==> src/rtl/alu_pkg.sv <==
// Shared definitions for the ALU status unit.
// Holds the branch condition-code encoding, the bit position of each flag
// inside the 4-bit {N,Z,C,V} status word, and the result FSM state encoding.
package alu_pkg;

  // Bit positions of each flag inside the packed {N,Z,C,V} status word
  localparam int FLAG_N = 3;
  localparam int FLAG_Z = 2;
  localparam int FLAG_C = 1;
  localparam int FLAG_V = 0;

  // Branch condition codes, ARM-style ordering
  typedef enum logic [3:0] {
    COND_EQ = 4'h0,
    COND_NE = 4'h1,
    COND_CS = 4'h2,
    COND_CC = 4'h3,
    COND_MI = 4'h4,
    COND_PL = 4'h5,
    COND_VS = 4'h6,
    COND_VC = 4'h7,
    COND_HI = 4'h8,
    COND_LS = 4'h9,
    COND_GE = 4'hA,
    COND_LT = 4'hB,
    COND_GT = 4'hC,
    COND_LE = 4'hD,
    COND_AL = 4'hE,
    COND_NV = 4'hF
  } cond_e;

  // Branch result FSM states
  typedef enum logic {
    ST_IDLE   = 1'b0,
    ST_RESULT = 1'b1
  } state_e;

endpackage

==> src/rtl/alu_status_unit_if.sv <==
// Bundle of the flag-write, branch-request and branch-result signals of the
// ALU status unit.
//   master : the ALU/pipeline side, which drives flag writes and branch
//            requests and consumes branch results
//   slave  : the status unit itself
// Flag word layout is {N,Z,C,V}.
interface alu_status_unit_if;
  import alu_pkg::*;

  // Flag write from the ALU
  logic       flag_we;
  logic [3:0] flag_mask;
  logic       V_in;
  logic       C_in;
  logic       N_in;
  logic       Z_in;
  logic [3:0] flags;
  logic       cin_out;

  // Branch request
  logic       br_valid;
  logic [3:0] br_cond;
  logic       br_ready;

  // Branch result
  logic       res_valid;
  logic       res_taken;
  logic [3:0] res_flags;
  logic       res_ready;

  modport master (
    output flag_we, flag_mask, V_in, C_in, N_in, Z_in,
    output br_valid, br_cond, res_ready,
    input  flags, cin_out, br_ready, res_valid, res_taken, res_flags
  );

  modport slave (
    input  flag_we, flag_mask, V_in, C_in, N_in, Z_in,
    input  br_valid, br_cond, res_ready,
    output flags, cin_out, br_ready, res_valid, res_taken, res_flags
  );

endinterface

==> src/rtl/cond_eval.sv <==
// Pure combinational branch condition evaluator.
//   cond  : 4-bit condition code (see alu_pkg::cond_e)
//   flags : status word {N,Z,C,V}
//   taken : 1 when the condition holds for the given flags
module cond_eval
  import alu_pkg::*;
(
  input  logic [3:0] cond,
  input  logic [3:0] flags,
  output logic       taken
);

  logic n, z, c, v;

  assign n = flags[FLAG_N];
  assign z = flags[FLAG_Z];
  assign c = flags[FLAG_C];
  assign v = flags[FLAG_V];

  always_comb begin
    taken = 1'b0;
    case (cond_e'(cond))
      COND_EQ: taken = z;
      COND_NE: taken = !z;
      COND_CS: taken = c;
      COND_CC: taken = !c;
      COND_MI: taken = n;
      COND_PL: taken = !n;
      COND_VS: taken = v;
      COND_VC: taken = !v;
      COND_HI: taken = c && !z;
      COND_LS: taken = !c || z;
      COND_GE: taken = (n == v);
      COND_LT: taken = (n != v);
      COND_GT: taken = !z && (n == v);
      COND_LE: taken = z || (n != v);
      COND_AL: taken = 1'b1;
      COND_NV: taken = 1'b0;
      default: taken = 1'b0;
    endcase
  end

endmodule

==> src/rtl/alu_status_unit.sv <==
// ALU status register plus branch-condition result channel.
//   clk, rst : clock and synchronous active-high reset
//   bus      : slave side of alu_status_unit_if
//              - flag_we/flag_mask/{N,Z,C,V}_in write the status flags
//              - flags/cin_out expose the registered status word and carry
//              - br_valid/br_cond/br_ready request a condition evaluation
//              - res_valid/res_taken/res_flags/res_ready return the result
module alu_status_unit
  import alu_pkg::*;
(
  input  logic              clk,
  input  logic              rst,
  alu_status_unit_if.slave  bus
);

  logic [3:0] flag_reg;
  logic [3:0] alu_flags;
  logic [3:0] taken_flags;
  logic       taken_reg;
  logic       taken;
  logic       accept;
  state_e     state;
  state_e     state_next;

  assign alu_flags = {bus.N_in, bus.Z_in, bus.C_in, bus.V_in};

  // Requests are refused while a flag write is in flight so an evaluation
  // never sees flags that are about to change; also refused during reset.
  assign bus.br_ready = !rst && !bus.flag_we && (state == ST_IDLE || bus.res_ready);
  assign accept       = bus.br_valid && bus.br_ready;

  cond_eval u_cond_eval (
    .cond  (bus.br_cond),
    .flags (flag_reg),
    .taken (taken)
  );

  // Status register: masked per-bit update on flag_we
  always_ff @(posedge clk) begin
    if (rst) begin
      flag_reg <= 4'b0000;
    end else if (bus.flag_we) begin
      flag_reg <= (bus.flag_mask & alu_flags) | (~bus.flag_mask & flag_reg);
    end
  end

  // Result capture: only an accepted request replaces the held result,
  // so flag writes during RESULT leave the snapshot untouched
  always_ff @(posedge clk) begin
    if (rst) begin
      taken_reg   <= 1'b0;
      taken_flags <= 4'b0000;
    end else if (accept) begin
      taken_reg   <= taken;
      taken_flags <= flag_reg;
    end
  end

  // FSM state register
  always_ff @(posedge clk) begin
    if (rst) begin
      state <= ST_IDLE;
    end else begin
      state <= state_next;
    end
  end

  // FSM next-state and result-valid decode
  always_comb begin
    state_next    = state;
    bus.res_valid = 1'b0;
    case (state)
      ST_IDLE: begin
        if (accept) begin
          state_next = ST_RESULT;
        end
      end
      ST_RESULT: begin
        bus.res_valid = 1'b1;
        if (bus.res_ready && !accept) begin
          state_next = ST_IDLE;
        end
      end
      default: state_next = ST_IDLE;
    endcase
  end

  assign bus.flags     = flag_reg;
  assign bus.cin_out   = flag_reg[FLAG_C];
  assign bus.res_taken = taken_reg;
  assign bus.res_flags = taken_flags;

endmodule

==> src/flat_wrapper.sv <==
// flat-port wrapper written by rule: the top's interface ports become plain ports
module alu_status_unit_flat import alu_pkg::*;
  (clk, rst, bus_flag_we, bus_flag_mask, bus_V_in, bus_C_in, bus_N_in, bus_Z_in, bus_br_valid, bus_br_cond, bus_res_ready, bus_flags, bus_cin_out, bus_br_ready, bus_res_valid, bus_res_taken, bus_res_flags);
  alu_status_unit_if bus_i ();
  input  logic clk;
  input  logic rst;
  input wire logic [$bits(bus_i.flag_we)-1:0] bus_flag_we;
  input wire logic [$bits(bus_i.flag_mask)-1:0] bus_flag_mask;
  input wire logic [$bits(bus_i.V_in)-1:0] bus_V_in;
  input wire logic [$bits(bus_i.C_in)-1:0] bus_C_in;
  input wire logic [$bits(bus_i.N_in)-1:0] bus_N_in;
  input wire logic [$bits(bus_i.Z_in)-1:0] bus_Z_in;
  input wire logic [$bits(bus_i.br_valid)-1:0] bus_br_valid;
  input wire logic [$bits(bus_i.br_cond)-1:0] bus_br_cond;
  input wire logic [$bits(bus_i.res_ready)-1:0] bus_res_ready;
  output wire logic [$bits(bus_i.flags)-1:0] bus_flags;
  output wire logic [$bits(bus_i.cin_out)-1:0] bus_cin_out;
  output wire logic [$bits(bus_i.br_ready)-1:0] bus_br_ready;
  output wire logic [$bits(bus_i.res_valid)-1:0] bus_res_valid;
  output wire logic [$bits(bus_i.res_taken)-1:0] bus_res_taken;
  output wire logic [$bits(bus_i.res_flags)-1:0] bus_res_flags;
  assign bus_i.flag_we = bus_flag_we;
  assign bus_i.flag_mask = bus_flag_mask;
  assign bus_i.V_in = bus_V_in;
  assign bus_i.C_in = bus_C_in;
  assign bus_i.N_in = bus_N_in;
  assign bus_i.Z_in = bus_Z_in;
  assign bus_i.br_valid = bus_br_valid;
  assign bus_i.br_cond = bus_br_cond;
  assign bus_i.res_ready = bus_res_ready;
  assign bus_flags = bus_i.flags;
  assign bus_cin_out = bus_i.cin_out;
  assign bus_br_ready = bus_i.br_ready;
  assign bus_res_valid = bus_i.res_valid;
  assign bus_res_taken = bus_i.res_taken;
  assign bus_res_flags = bus_i.res_flags;
  alu_status_unit u_core (.clk(clk), .rst(rst), .bus(bus_i));
endmodule
==> config.mk <==
export PLATFORM = sky130hd
export DESIGN_NAME = alu_status_unit_flat
export DESIGN_NICKNAME = d
export VERILOG_FILES = /design/src/rtl/alu_pkg.sv /design/src/rtl/alu_status_unit_if.sv /design/src/rtl/cond_eval.sv /design/src/rtl/alu_status_unit.sv /design/src/flat_wrapper.sv
export SDC_FILE = /design/constraint.sdc
export NUM_CORES = 1
export LEC_CHECK = 0
export BUFFER_PORTS_ARGS = -buffer_cell sky130_fd_sc_hd__buf_2
export CAP_MARGIN = 15
export CORE_UTILIZATION = 25
export DETAILED_ROUTE_END_ITERATION = 16
export GPL_TIMING_DRIVEN = 0
export PLACE_DENSITY = 0.48
export SYNTH_ARGS = -nofsm -noshare
export SYNTH_HDL_FRONTEND = slang
export SYNTH_SLANG_ARGS = --single-unit
==> constraint.sdc <==
create_clock -name clk -period 1.8 [get_ports clk]
set_clock_uncertainty 0.05 [all_clocks]
set_input_delay 0 -clock clk [delete_from_list [all_inputs] [get_ports clk]]
set_output_delay 0 -clock clk [all_outputs]
set_load 0.01 [all_outputs]
==> PnR_summary.wiki, run 1 <==
{| class="wikitable"
! Metric !! Value
|-
| Part of the Yosys area used for sequential elements || 38.0%
|-
| Worst reg2reg path depth || 4
|-
| N_diodes || 0
|-
| Net switching share of the total power || 25.4%
|-
| CP delay by family, top || buffers and inverters
|-
| Synthesized area per cell || 7.98 um2
|-
| Fin. max-slew vios || 0
|-
| Number of antenna violations at the first check in global routing || 0
|-
| Register clock-pin slew on the reported worst setup and hold paths || 0.06 ns
|-
| Destination of the worst register-to-register timing path || u_core.bus.res_taken
|-
| Required time at the endpoint of the critical path || 1.89 ns
|-
| Hold Vio Cnt, Final || 2
|-
| Sum of negative setup slack || 0 ns
|-
| Mean number of vias per cell || 4.34
|-
| Placer's final routability congestion estimate || 0.685
|-
| Detailed Route WL || 1.32 mm
|-
| Starting utilization of the core area || 26.8%
|-
| Via total after detailed routing || 586
|-
| Arrival time at the worst endpoint || 1.86 ns
|-
| Post-synth top cells || 10 x sky130_fd_sc_hd__dfxtp_1, 10 x sky130_fd_sc_hd__nand2_1, 8 x sky130_fd_sc_hd__o21ai_0
|-
| Non-Filler Instances || 135
|-
| Iteration count of the initial detailed-routing pass || 2
|-
| # rows || 16
|-
| CP Capture Type || register
|-
| Root cell of the clock tree || sky130_fd_sc_hd__clkbuf_4
|-
| Max IR drop VDD || 0.000344 V
|-
| Max-Slew Margin vs Limit || 74.1%
|-
| Number of nets with antenna violations after routing || 0
|-
| Total global routing overflow || 0
|-
| Hold path depth || 4
|-
| Count of input and output buffers || 27
|-
| Run status || finished, violations left
|-
| Count of maximum capacitance violations || 0
|-
| Relative contribution of the clock network to total power || 30.1%
|-
| Worst Min Path Start || bus_flag_mask[1]
|-
| Combinational fraction of design power || 21.2%
|-
| Shortest period the worst path allows || 1.77 ns
|-
| Clock sink total || 10
|-
| Seq cells post-synth || 10
|-
| Area share of the leading cell type in the synthesized netlist || 38.0%
|-
| Iter 0 DRT Violations || 4
|-
| Half-perimeter wire length after placement || 924 um
|-
| Count of distinct cell types in the synthesized netlist || 21
|-
| Total standard cell area after synthesis || 527 um2
|-
| Final routed DRC violation total || 0
|-
| Leakage Power || 0.364 nW
|-
| Syn_nets || 83
|-
| CP Cell Sequence || dlygate4sd3_1 -> buf_2 -> nand3_1 -> dlygate4sd3_1 -> a21oi_1 -> dlygate4sd3_1
|-
| Violations in the final reports || negative hold slack
|-
| Horiz. Die Dim || 47.9 um
|-
| Htree depth || 1
|-
| P_sw || 0.000125 W
|-
| First-pass GRT wire length || 1.93 mm
|-
| Combined buffer and inverter count along the critical path || 4
|-
| Fin nets || 127
|-
| Layout-stage area growth over the synthesis result || 59.1%
|-
| Startpoint types || primary input
|-
| Dominant cell type by count on the critical path || sky130_fd_sc_hd__dlygate4sd3_1
|-
| Total CTS buffers || 3
|-
| Routed length per placed instance || 9.74 um
|-
| Total power divided by cell area || 586 mW/mm2
|-
| Post-cts sizing count || 0
|-
| Flop-to-flop setup slack || 0.41 ns
|-
| Clock tree from TritonCTS || built
|-
| Vertical extent of the die || 47.9 um
|-
| Largest net degree at the start of global routing || 11
|-
| Vias in the first global route || 460
|-
| Clock Latency Late Sink || 0.26 ns
|-
| Area of all placed cells without fillers || 838 um2
|-
| Final setup violating endpoints || 0
|-
| Worst Tran Pin Value || 0.389 ns
|-
| WS Path Type || in -> reg
|-
| Type of the most critical hold path || in -> reg
|-
| Core area || 0.00196 mm2
|-
| Final worst path period share || 98.3%
|-
| Top post-synthesis cells by area || sky130_fd_sc_hd__dfxtp_1 38%, sky130_fd_sc_hd__o21ai_0 7.6%, sky130_fd_sc_hd__nand2_1 7.1%, sky130_fd_sc_hd__nand3b_1 7.1%, sky130_fd_sc_hd__xnor2_1 5.0%
|-
| Number of setup buffers added after CTS || 0
|-
| Yosys warning count || 0
|-
| Cell type with the largest total area after synthesis || sky130_fd_sc_hd__dfxtp_1
|-
| Number of standard cells after synthesis || 66
|-
| Post-synth EDFFs || 0
|-
| Async SR Flop Fraction || 0%
|-
| Placed standard-cell area || 696 um2
|-
| CTS Buffer Depth || 2
|-
| Leading register cell type out of synthesis || sky130_fd_sc_hd__dfxtp_1
|-
| Largest fanout on the critical path || 1
|-
| Delay contributed by the slowest stage of the critical path || 0.56 ns
|-
| Layout cells sized above 1 || 32.4%
|-
| Fmax || 565 MHz
|-
| Overall global routing resource usage || 12.9%
|-
| Int Power || 0.000367 W
|-
| Number of top-level design ports || 29
|-
| RSZ-0062 raised after global routing || no
|-
| DIE AREA || 0.00229 mm2
|-
| Library cell contributing the largest single delay on the critical path || sky130_fd_sc_hd__dlygate4sd3_1
|-
| Hold_ws || -0.0188 ns
|-
| Inst Count DP || 120
|-
| Power share of the sequential group || 48.6%
|}
[worst reg2reg max path: cells and delay by family, from the launching register on]
family,cells,cell delay (ns)
AOI/OAI and AO/OA,3,0.63
DFF,1,0.44
and+or+nand+nor,1,0.16
[cells in the final DEF (no fill, tap or decap), types with 2 or more instances in the layout]
cell type,n
sky130_fd_sc_hd__clkbuf_4,3
sky130_fd_sc_hd__clkbuf_1,2
sky130_fd_sc_hd__a21oi_1,5
sky130_fd_sc_hd__nand3b_1,5
sky130_fd_sc_hd__inv_1,5
sky130_fd_sc_hd__dlygate4sd3_1,12
sky130_fd_sc_hd__dfxtp_1,10
sky130_fd_sc_hd__o21ai_0,8
sky130_fd_sc_hd__xnor2_1,3
sky130_fd_sc_hd__nand2_1,10
sky130_fd_sc_hd__nand3_1,5
sky130_fd_sc_hd__buf_2,28
sky130_fd_sc_hd__nor2_1,2
[metal layers]
metal	GRT usage [%]	up-vias	share of wire [%]
li1	-	312	-
met1	17.3	255	51
met2	17.8	19	43
met3	4.53	0	5.6
met4	6.67	0	0
met5	0	-	0
[worst max-delay path by stage]
| stage | end | cells past startpoint | startpoint | slack (ns) |
|---|---|---|---|---|
| 6_report | register | 6 | bus_N_in | 0.03 |
| 5_1_grt | register | 6 | bus_V_in | 0.0003 |
| 4_1_cts | register | 6 | bus_Z_in | 0.05 |
| 3_5_place_dp | u_core.bus.res_taken | 4 | register | 0.41 |
| 3_3_place_gp | u_core.bus.res_taken | 4 | register | 0.39 |
| 2_1_floorplan | u_core.bus.res_taken | 4 | register | 0.46 |
[what timing repair did]
item | in CTS | in global routing
setup endpoints to repair | 0 | 2
hold endpoints to repair | 6 | 0
hold buffers | 14 | 0
[area by class of cell]
| type | count | area (um2) |
|---|---|---|
| fillers | 221 | 1120 |
| multi-input cells | 47 | 288 |
| repair buffers | 39 | 255 |
| flip-flops and latches | 10 | 200 |
| well taps | 27 | 33.8 |
| clock buffers | 3 | 22.5 |
| plain buffers | 4 | 20.0 |
| inverters | 5 | 18.8 |
[per-stage QoR]
| step | hold slack (ns) | setup WS [ns] | util (%) | total power (W) |
|---|---|---|---|---|
| 3_5_place_dp | 0.208 | 0.410 | 35.5 | 0.000331 |
| 3_3_place_gp | 0.206 | 0.387 | 35.5 | 0.000331 |
| 6_report | -0.0188 | 0.0298 | 42.7 | 0.000491 |
| 4_1_cts | 0.0270 | 0.0453 | 43.8 | 0.000502 |
| 5_1_grt | 0.0397 | 0.000323 | 42.7 | 0.000520 |
| 2_1_floorplan | 0.0975 | 0.459 | - | 0.000292 |
[logic make-up after synthesis]
group                  synth area share (%)
XOR/XNOR                               4.99
AO/OA/AOI/OAI                          18.8
buffers and inverters                  7.36
flip-flops                             38.0
AND/OR/NAND/NOR                        26.6
multiplexers                           4.28
[power groups by stage]
stage                     combinational, W  sequential, W  clock, W
after floorplan                  0.0000450       0.000247         0
after global placement           0.0000867       0.000244         0
after detailed placement         0.0000875       0.000244         0
after CTS                         0.000108       0.000239  0.000156
after global routing              0.000118       0.000240  0.000162
final                             0.000104       0.000239  0.000148
Note: power is estimated with default switching activity, not from simulation.
==> inputs of run 2 (changes only) <==
--- a/config.mk
+++ b/config.mk
@@ -10,7 +10,8 @@
 export CORE_UTILIZATION = 25
 export DETAILED_ROUTE_END_ITERATION = 16
 export GPL_TIMING_DRIVEN = 0
-export PLACE_DENSITY = 0.48
+export PLACE_DENSITY = 0.47
 export SYNTH_ARGS = -nofsm -noshare
 export SYNTH_HDL_FRONTEND = slang
+export SYNTH_HIERARCHICAL = 1
 export SYNTH_SLANG_ARGS = --single-unit
==> constraint.sdc (replaced) <==
create_clock -name clk -period 2.25 [get_ports clk]
set_clock_uncertainty 0.05 [all_clocks]
set_input_delay 0 -clock clk [delete_from_list [all_inputs] [get_ports clk]]
set_output_delay 0 -clock clk [all_outputs]
set_load 0.01 [all_outputs]
==> run 2 against run 1 <==
First-iteration DRC count increased to 2.5 times the previous value. Critical path type is now reg -> reg. Global-route usage increased by 0.053 points. The run now ends clean. Utilization decreased by 1.6 points. Largest power group unchanged. Non-clock buffer count increased by 2.
==> PnR_summary.wiki, run 2 <==
{| class="wikitable"
! Metric !! Value
|-
| Run status || finished clean
|-
| Largest fanout on the critical path || 5 (+4)
|-
| Count of distinct cell types in the synthesized netlist || 25 (+19%)
|-
| Overall global routing resource usage || 12.9% (+0.053 points)
|-
| Core area || 0.00223 mm2 (+14%)
|-
| Htree depth || 1 (unchanged)
|-
| Post-synth top cells || 13 x sky130_fd_sc_hd__a21oi_1, 10 x sky130_fd_sc_hd__dfxtp_1, 8 x sky130_fd_sc_hd__nand2_1
|-
| Part of the Yosys area used for sequential elements || 33.8% (-4.2 points)
|-
| Fin nets || 134 (+5.5%)
|-
| Register clock-pin slew on the reported worst setup and hold paths || 0.07 ns (about the same)
|-
| Leading register cell type out of synthesis || sky130_fd_sc_hd__dfxtp_1
|-
| Total CTS buffers || 3 (unchanged)
|-
| Via total after detailed routing || 658 (+12%)
|-
| Syn_nets || 91 (+9.6%)
|-
| DIE AREA || 0.00257 mm2 (+12%)
|-
| Number of top-level design ports || 29 (unchanged)
|-
| Iter 0 DRT Violations || 10 (+6)
|-
| Count of input and output buffers || 25 (-7.4%)
|-
| Clock sink total || 10 (unchanged)
|-
| Largest net degree at the start of global routing || 11 (unchanged)
|-
| Highest-count cells in the layout ignoring fill and taps || 25 x sky130_fd_sc_hd__buf_2, 13 x sky130_fd_sc_hd__dlygate4sd3_1, 13 x sky130_fd_sc_hd__a21oi_1
|-
| Synthesized area per cell || 8.01 um2 (+0.42%)
|-
| Worst reg2reg path depth || 7 (+3)
|-
| Fin. max-slew vios || 0 (unchanged)
|-
| Vias in the first global route || 604 (+31%)
|-
| Placer's final routability congestion estimate || 0.639 (-6.7%)
|-
| Top post-synthesis cells by area || sky130_fd_sc_hd__dfxtp_1 34%, sky130_fd_sc_hd__a21oi_1 11%, sky130_fd_sc_hd__or3b_1 5.9%, sky130_fd_sc_hd__o21ai_0 5.1%, sky130_fd_sc_hd__nand2_1 5.1%
|-
| Post-synth EDFFs || 0 (unchanged)
|-
| Final setup violating endpoints || 0 (unchanged)
|-
| Number of antenna violations at the first check in global routing || 0 (unchanged)
|-
| P_sw || 0.000115 W (-8.2%)
|-
| N_diodes || 0 (unchanged)
|-
| Total standard cell area after synthesis || 593 um2 (+13%)
|-
| Hold path depth || 4 (unchanged)
|-
| Max-Slew Margin vs Limit || 69.3% (-4.8 points)
|-
| Combinational fraction of design power || 21.3% (about the same)
|-
| Number of setup buffers added after CTS || 0 (unchanged)
|-
| Final routed DRC violation total || 0 (unchanged)
|-
| Root cell of the clock tree || sky130_fd_sc_hd__clkbuf_4
|-
| Starting utilization of the core area || 26.6% (-0.29 points)
|-
| Required time at the endpoint of the critical path || 2.40 ns (+0.51 ns)
|-
| Hold_ws || 0.0469 ns (+0.0657 ns)
|-
| Layout-stage area growth over the synthesis result || 55.1%
|-
| Placed standard-cell area || 753 um2 (+8.3%)
|-
| Routed length per placed instance || 10.1 um (+3.2%)
|-
| Number of nets with antenna violations after routing || 0 (unchanged)
|-
| Layout cells sized above 1 || 30.2% (-2.2 points)
|-
| Endpoint of the worst hold path || u_core/bus.res_flags[0]
|-
| Seq cells post-synth || 10 (unchanged)
|-
| CP Capture Type || register
|-
| Clock tree from TritonCTS || built
|-
| Clock Latency Late Sink || 0.27 ns (about the same)
|-
| Count of maximum capacitance violations || 0 (unchanged)
|-
| Most frequent standard cell in the layout excluding fill and tap cells || sky130_fd_sc_hd__buf_2
|-
| Mean number of vias per cell || 4.57 (+5.3%)
|-
| Int Power || 0.000335 W (-8.6%)
|-
| First-pass GRT wire length || 2.48 mm (+29%)
|-
| Horiz. Die Dim || 50.7 um (+5.9%)
|-
| Area of all placed cells without fillers || 920 um2 (+9.7%)
|-
| RSZ-0062 raised after global routing || no
|-
| Half-perimeter wire length after placement || 991 um (+7.3%)
|-
| Relative contribution of the clock network to total power || 36.3% (+6.2 points)
|-
| Number of standard cells after synthesis || 74 (+12%)
|-
| Leakage Power || 0.403 nW (+11%)
|-
| # rows || 17 (+1)
|-
| Async SR Flop Fraction || 0% (unchanged)
|-
| Power share of the sequential group || 42.4% (-6.2 points)
|-
| Worst Tran Pin Value || 0.460 ns (+0.0715 ns)
|-
| Sum of negative setup slack || 0 ns (unchanged)
|-
| Final worst path period share || 88.2%
|-
| Iteration count of the initial detailed-routing pass || 4 (+2)
|-
| Flop-to-flop setup slack || 0.27 ns (-0.14 ns)
|-
| Hold Vio Cnt, Final || 0 (-2)
|-
| Detailed Route WL || 1.45 mm (+10%)
|-
| Area share of the leading cell type in the synthesized netlist || 33.8% (-4.2 points)
|-
| Fmax || 504 MHz
|-
| Cell type with the largest total area after synthesis || sky130_fd_sc_hd__dfxtp_1
|-
| Worst Min Path Start || bus_br_valid
|-
| Startpoint types || register
|-
| Arrival time at the worst endpoint || 2.14 ns (+0.28 ns)
|-
| Vertical extent of the die || 50.7 um (+5.9%)
|-
| CTS Buffer Depth || 2 (unchanged)
|-
| Dominant cell by count in the synthesized netlist || sky130_fd_sc_hd__a21oi_1
|-
| Destination of the worst register-to-register timing path || u_core/bus.res_taken
|-
| Net switching share of the total power || 25.5% (+0.072 points)
|-
| Yosys warning count || 6 (+6)
|-
| Total power divided by cell area || 489 mW/mm2 (-17%)
|-
| WS Path Type || reg -> reg
|-
| Max IR drop VDD || 0.000337 V (-2.1%)
|-
| Shortest period the worst path allows || 1.98 ns
|-
| Total global routing overflow || 0 (unchanged)
|-
| Type of the most critical hold path || in -> reg
|}
run 2: cell types whose count changed in the layout (fill, tap and decap cells not counted), sizes merged, moves of 3 or more:
| cell | previous run | this run |
|---|---|---|
| a21oi | 5 | 13 |
| inv | 5 | 1 |
| or3b | 1 | 5 |
| nand3b | 5 | 0 |
| xor2 | 0 | 3 |
run 2: per-layer routing:
metal	wire [um]	GRT usage, %
met1	643	14.9
met2	712	22.0
met3	78	5.45
met4	13	2.78
met5	0	0
run 2: kinds of logic (layout without fill, tap and decap cells):
logic type | count (synthesis) | count (layout) | synth area share [%]
xor gates and xnor gates | 4 | 4 | 5.91
AOI/OAI and AO/OA | 24 | 24 | 23.0
muxes | 1 | 1 | 1.69
buffers and inverters | 8 | 50 | 8.86
DFF | 10 | 10 | 33.8
and+or+nand+nor | 27 | 27 | 26.8
run 2: power by group through the flow:
stage	sequential (W)	clock, W	combinational [W]
after floorplan	0.000196	0	0.0000492
after global placement	0.000195	0	0.0000803
after detailed placement	0.000195	0	0.0000813
after CTS	0.000191	0.000169	0.0000964
after global routing	0.000192	0.000177	0.000107
final	0.000190	0.000163	0.0000959
run 2: worst max-delay path by stage:
| stage | startpoint | to | cells after the start |
|---|---|---|---|
| 2_1_floorplan | register | u_core/bus.res_taken | 7 |
| 3_3_place_gp | register | u_core/bus.res_taken | 7 |
| 3_5_place_dp | register | u_core/bus.res_taken | 7 |
| 4_1_cts | register | u_core/bus.res_taken | 7 |
| 5_1_grt | register | u_core/bus.res_taken | 7 |
| 6_report | register | u_core/bus.res_taken | 7 |
run 2: worst max-delay path, stage by stage (launching register included):
cell                        delay [ns]
sky130_fd_sc_hd__dfxtp_1          0.42
sky130_fd_sc_hd__xor2_1           0.29
sky130_fd_sc_hd__xor2_1           0.11
sky130_fd_sc_hd__a2111oi_1        0.38
sky130_fd_sc_hd__a311oi_1         0.08
sky130_fd_sc_hd__o22ai_1          0.12
sky130_fd_sc_hd__or3b_1           0.36
sky130_fd_sc_hd__a21oi_1          0.12
run 2: metrics by stage:
step,utilization [%],setup slack [ns],cells,power [W]
floorplan,-,0.396,74,0.000245
global placement,33.7,0.291,127,0.000275
global route,41.2,0.0664,144,0.000477
finish,41.2,0.266,144,0.000450
detailed placement,33.7,0.269,127,0.000276
CTS,41.2,0.251,144,0.000456
run 2: repair_timing:
item,4_1_cts,5_1_grt
hold endpoints to repair,5,0
hold buffers,13,0
resized for setup,0,0
run 2: cell type report:
type                            count  area (um2)
Tap cell                           28        35.0
Multi-Input combinational cell     56         340
Timing Repair Buffer               38         255
Fill cell                         250        1310
Inverter                            1        3.75
Buffer                              7        48.8
Clock buffer                        4        36.3
Sequential cell                    10         200
==> inputs of run 3 (changes only) <==
--- a/config.mk
+++ b/config.mk
@@ -5,12 +5,14 @@
 export SDC_FILE = /design/constraint.sdc
 export NUM_CORES = 1
 export LEC_CHECK = 0
+export ABC_AREA = 1
 export BUFFER_PORTS_ARGS = -buffer_cell sky130_fd_sc_hd__buf_2
 export CAP_MARGIN = 15
 export CORE_UTILIZATION = 25
 export DETAILED_ROUTE_END_ITERATION = 16
 export GPL_TIMING_DRIVEN = 0
-export PLACE_DENSITY = 0.47
+export PLACE_DENSITY = 0.46
+export SLEW_MARGIN = 20
 export SYNTH_ARGS = -nofsm -noshare
 export SYNTH_HDL_FRONTEND = slang
 export SYNTH_HIERARCHICAL = 1
==> run 3 against run 2 <==
Sequential power grew 3%. Largest power group unchanged. Hold slack better by 0.016 ns. Count of clock-buffer cells in the layout decreased by 1. Cell count grew 25%. Clock power is 26% lower. Highest routed layer is now met3.
==> PnR_summary.wiki, run 3 <==
{| class="wikitable"
! Metric !! Value
|-
| Run status || finished clean
|-
| Post-synth EDFFs || 0 (unchanged)
|-
| Final routed DRC violation total || 0 (unchanged)
|-
| Root cell of the clock tree || sky130_fd_sc_hd__clkbuf_4
|-
| Hold_ws || 0.0632 ns (+0.0163 ns)
|-
| Register clock-pin slew on the reported worst setup and hold paths || 0.06 ns (about the same)
|-
| Total CTS buffers || 3 (unchanged)
|-
| Core area || 0.00250 mm2 (+12%)
|-
| Horiz. Die Dim || 53.7 um (+5.8%)
|-
| Most frequent standard cell in the layout excluding fill and tap cells || sky130_fd_sc_hd__nand2_1
|-
| Dominant cell by count in the synthesized netlist || sky130_fd_sc_hd__nand2_1
|-
| Total standard cell area after synthesis || 667 um2 (+12%)
|-
| Number of setup buffers added after CTS || 0 (unchanged)
|-
| Leakage Power || 0.517 nW (+28%)
|-
| Count of maximum capacitance violations || 0 (unchanged)
|-
| First-pass GRT wire length || 2.55 mm (+2.8%)
|-
| Storage cell area || 200 um2 (unchanged)
|-
| WS Path Type || in -> reg
|-
| Largest net degree at the start of global routing || 10 (-1)
|-
| Number of nets with antenna violations after routing || 0 (unchanged)
|-
| Hold path depth || 3 (-1)
|-
| Fin. max-slew vios || 0 (unchanged)
|-
| # rows || 18 (+1)
|-
| Top post-synthesis cells by area || sky130_fd_sc_hd__dfxtp_1 30%, sky130_fd_sc_hd__nand2_1 17%, sky130_fd_sc_hd__inv_1 13%, sky130_fd_sc_hd__nand3_1 6.0%, sky130_fd_sc_hd__nand4_1 4.7%
|-
| Seq cells post-synth || 10 (unchanged)
|-
| Area share of the leading cell type in the synthesized netlist || 30.0% (-3.7 points)
|-
| Placer's final routability congestion estimate || 0.772 (+21%)
|-
| Htree depth || 1 (unchanged)
|-
| RSZ-0062 raised after global routing || no
|-
| CP Capture Type || register
|-
| Max-Slew Margin vs Limit || 83.0% (+14 points)
|-
| Half-perimeter wire length after placement || 1.25 mm (+26%)
|-
| Total global routing overflow || 0 (unchanged)
|-
| Part of the Yosys area used for sequential elements || 30.0% (-3.7 points)
|-
| Layout cells sized above 1 || 28.0% (-2.2 points)
|-
| Vias in the first global route || 608 (+0.66%)
|-
| Starting utilization of the core area || 26.7% (+0.12 points)
|-
| Yosys warning count || 6 (unchanged)
|-
| N_diodes || 0 (unchanged)
|-
| Cell type with the largest total area after synthesis || sky130_fd_sc_hd__dfxtp_1
|-
| Required time at the endpoint of the critical path || 2.40 ns (about the same)
|-
| Async SR Flop Fraction || 0% (unchanged)
|-
| Final setup violating endpoints || 0 (unchanged)
|-
| Layout-stage area growth over the synthesis result || 43.5%
|-
| Total power divided by cell area || 463 mW/mm2 (-5.4%)
|-
| Count of input and output buffers || 28 (+12%)
|-
| Max IR drop VDD || 0.000411 V (+22%)
|-
| Worst Tran Pin Value || 0.254 ns (-0.206 ns)
|-
| Flop-to-flop setup slack || 0.81 ns (+0.54 ns)
|-
| Multi-input combinational cell area || 365 um2 (+7.4%)
|-
| Type of the most critical hold path || in -> reg
|-
| Syn_nets || 127 (+40%)
|-
| Clock Latency Late Sink || 0.26 ns (about the same)
|-
| Leading register cell type out of synthesis || sky130_fd_sc_hd__dfxtp_1
|-
| Detailed Route WL || 1.65 mm (+14%)
|-
| Destination of the worst register-to-register timing path || u_core/bus.res_taken
|-
| Fin nets || 169 (+26%)
|-
| Mean number of vias per cell || 4.33 (-5.2%)
|-
| Via total after detailed routing || 780 (+19%)
|-
| Clock tree from TritonCTS || built
|-
| Worst Min Path Start || bus_br_valid
|-
| Hold Vio Cnt, Final || 0 (unchanged)
|-
| Highest-count cells in the layout ignoring fill and taps || 31 x sky130_fd_sc_hd__nand2_1, 28 x sky130_fd_sc_hd__buf_2, 23 x sky130_fd_sc_hd__inv_1
|-
| Post-synth top cells || 31 x sky130_fd_sc_hd__nand2_1, 23 x sky130_fd_sc_hd__inv_1, 10 x sky130_fd_sc_hd__dfxtp_1
|-
| Final worst path period share || 68.9% (-19 points)
|-
| Vertical extent of the die || 53.7 um (+5.8%)
|-
| Fill cells || 282 (+13%)
|-
| Synthesized area per cell || 6.06 um2 (-24%)
|-
| Number of antenna violations at the first check in global routing || 0 (unchanged)
|-
| Number of standard cells after synthesis || 110 (+49%)
|-
| Fmax || 645 MHz (+28%)
|-
| Clock sink total || 10 (unchanged)
|-
| Count of distinct cell types in the synthesized netlist || 18 (-28%)
|-
| Startpoint types || primary input
|-
| Iter 0 DRT Violations || 21 (+11)
|-
| Sum of negative setup slack || 0 ns (unchanged)
|-
| Routed length per placed instance || 9.14 um (-9.1%)
|-
| Overall global routing resource usage || 12.3% (-0.61 points)
|-
| Shortest period the worst path allows || 1.55 ns (-0.433 ns)
|-
| Iteration count of the initial detailed-routing pass || 5 (+1)
|-
| Number of top-level design ports || 29 (unchanged)
|-
| Endpoint of the worst hold path || u_core/state
|-
| Worst reg2reg path depth || 13 (+6)
|-
| Final Util || 38.3% (-2.9 points)
|-
| CTS Buffer Depth || 2 (unchanged)
|-
| DIE AREA || 0.00288 mm2 (+12%)
|-
| Largest fanout on the critical path || 9 (+4)
|-
| Arrival time at the worst endpoint || 1.71 ns (-0.43 ns)
|}
run 3: changes by cell type after synthesis, sizes merged, moves of 3 or more:
cell	before	now
buf	4	1
nand4	0	5
or3b	5	0
xor2	3	0
nand3	4	10
nand2b	3	0
nor2	2	11
clkbuf	3	0
nand2	8	32
inv	1	25
a21oi	13	6
run 3: cells by family (layout without fill, tap and decap cells):
group | after synthesis | in the layout | synth area share (%)
flops | 10 | 10 | 30.0
compound gates | 15 | 15 | 12.0
buf+inv | 26 | 66 | 15.2
simple gates | 59 | 59 | 42.8
run 3: where the power goes:
part	internal [W]	switching, W
Clock	0.0000617	0.0000581
Sequential	0.000187	0.00000922
Combinational	0.0000581	0.0000686
Total	0.000307	0.000136
run 3: through the flow:
step	instances	cell area [um2]	total power [W]	setup WS, ns
2_1_floorplan	110	667	0.000269	0.918
3_3_place_gp	168	845	0.000313	0.822
3_5_place_dp	168	845	0.000314	0.818
4_1_cts	180	957	0.000450	0.736
5_1_grt	180	957	0.000480	0.609
6_report	180	957	0.000443	0.699
run 3: how the worst max path moves through the flow:
stage             start              endpoint  cells after the start
4_1_cts             rst              register                      6
6_report            rst              register                      6
2_1_floorplan  register  u_core/bus.res_taken                     13
3_5_place_dp   register  u_core/bus.res_taken                     13
3_3_place_gp   register  u_core/bus.res_taken                     13
5_1_grt        register  u_core/bus.res_taken                     13
run 3: what timing repair did:
item / in CTS / in global routing
hold buffers: 9 / 0
resized for setup: 0 / 0
endpoints found under the hold margin: 5 / 0
run 3: layout make-up:
cell class	count	area share, %
repair buffers	37	24.1
clock buffers	3	2.35
inverters	25	9.80
multi-input cells	74	38.2
plain buffers	1	0.784
well taps	30	3.92
flip-flops and latches	10	20.9
run 3: metal layers:
metal | wire length, um | up-vias | global-route usage [%]
met1 | 788 | 331 | 16.9
met3 | 116 | 0 | 5.08
met4 | 0 | 0 | 1.32
met5 | 0 | - | 0
met2 | 742 | 25 | 18.3
li1 | - | 424 | -
run 3: worst max-delay path: stages:
cell                            delay [ns]
sky130_fd_sc_hd__dlygate4sd3_1        0.54
sky130_fd_sc_hd__buf_2                0.15
sky130_fd_sc_hd__inv_1                0.21
sky130_fd_sc_hd__o21ai_0              0.13
sky130_fd_sc_hd__a21oi_1              0.12
sky130_fd_sc_hd__dlygate4sd3_1        0.56
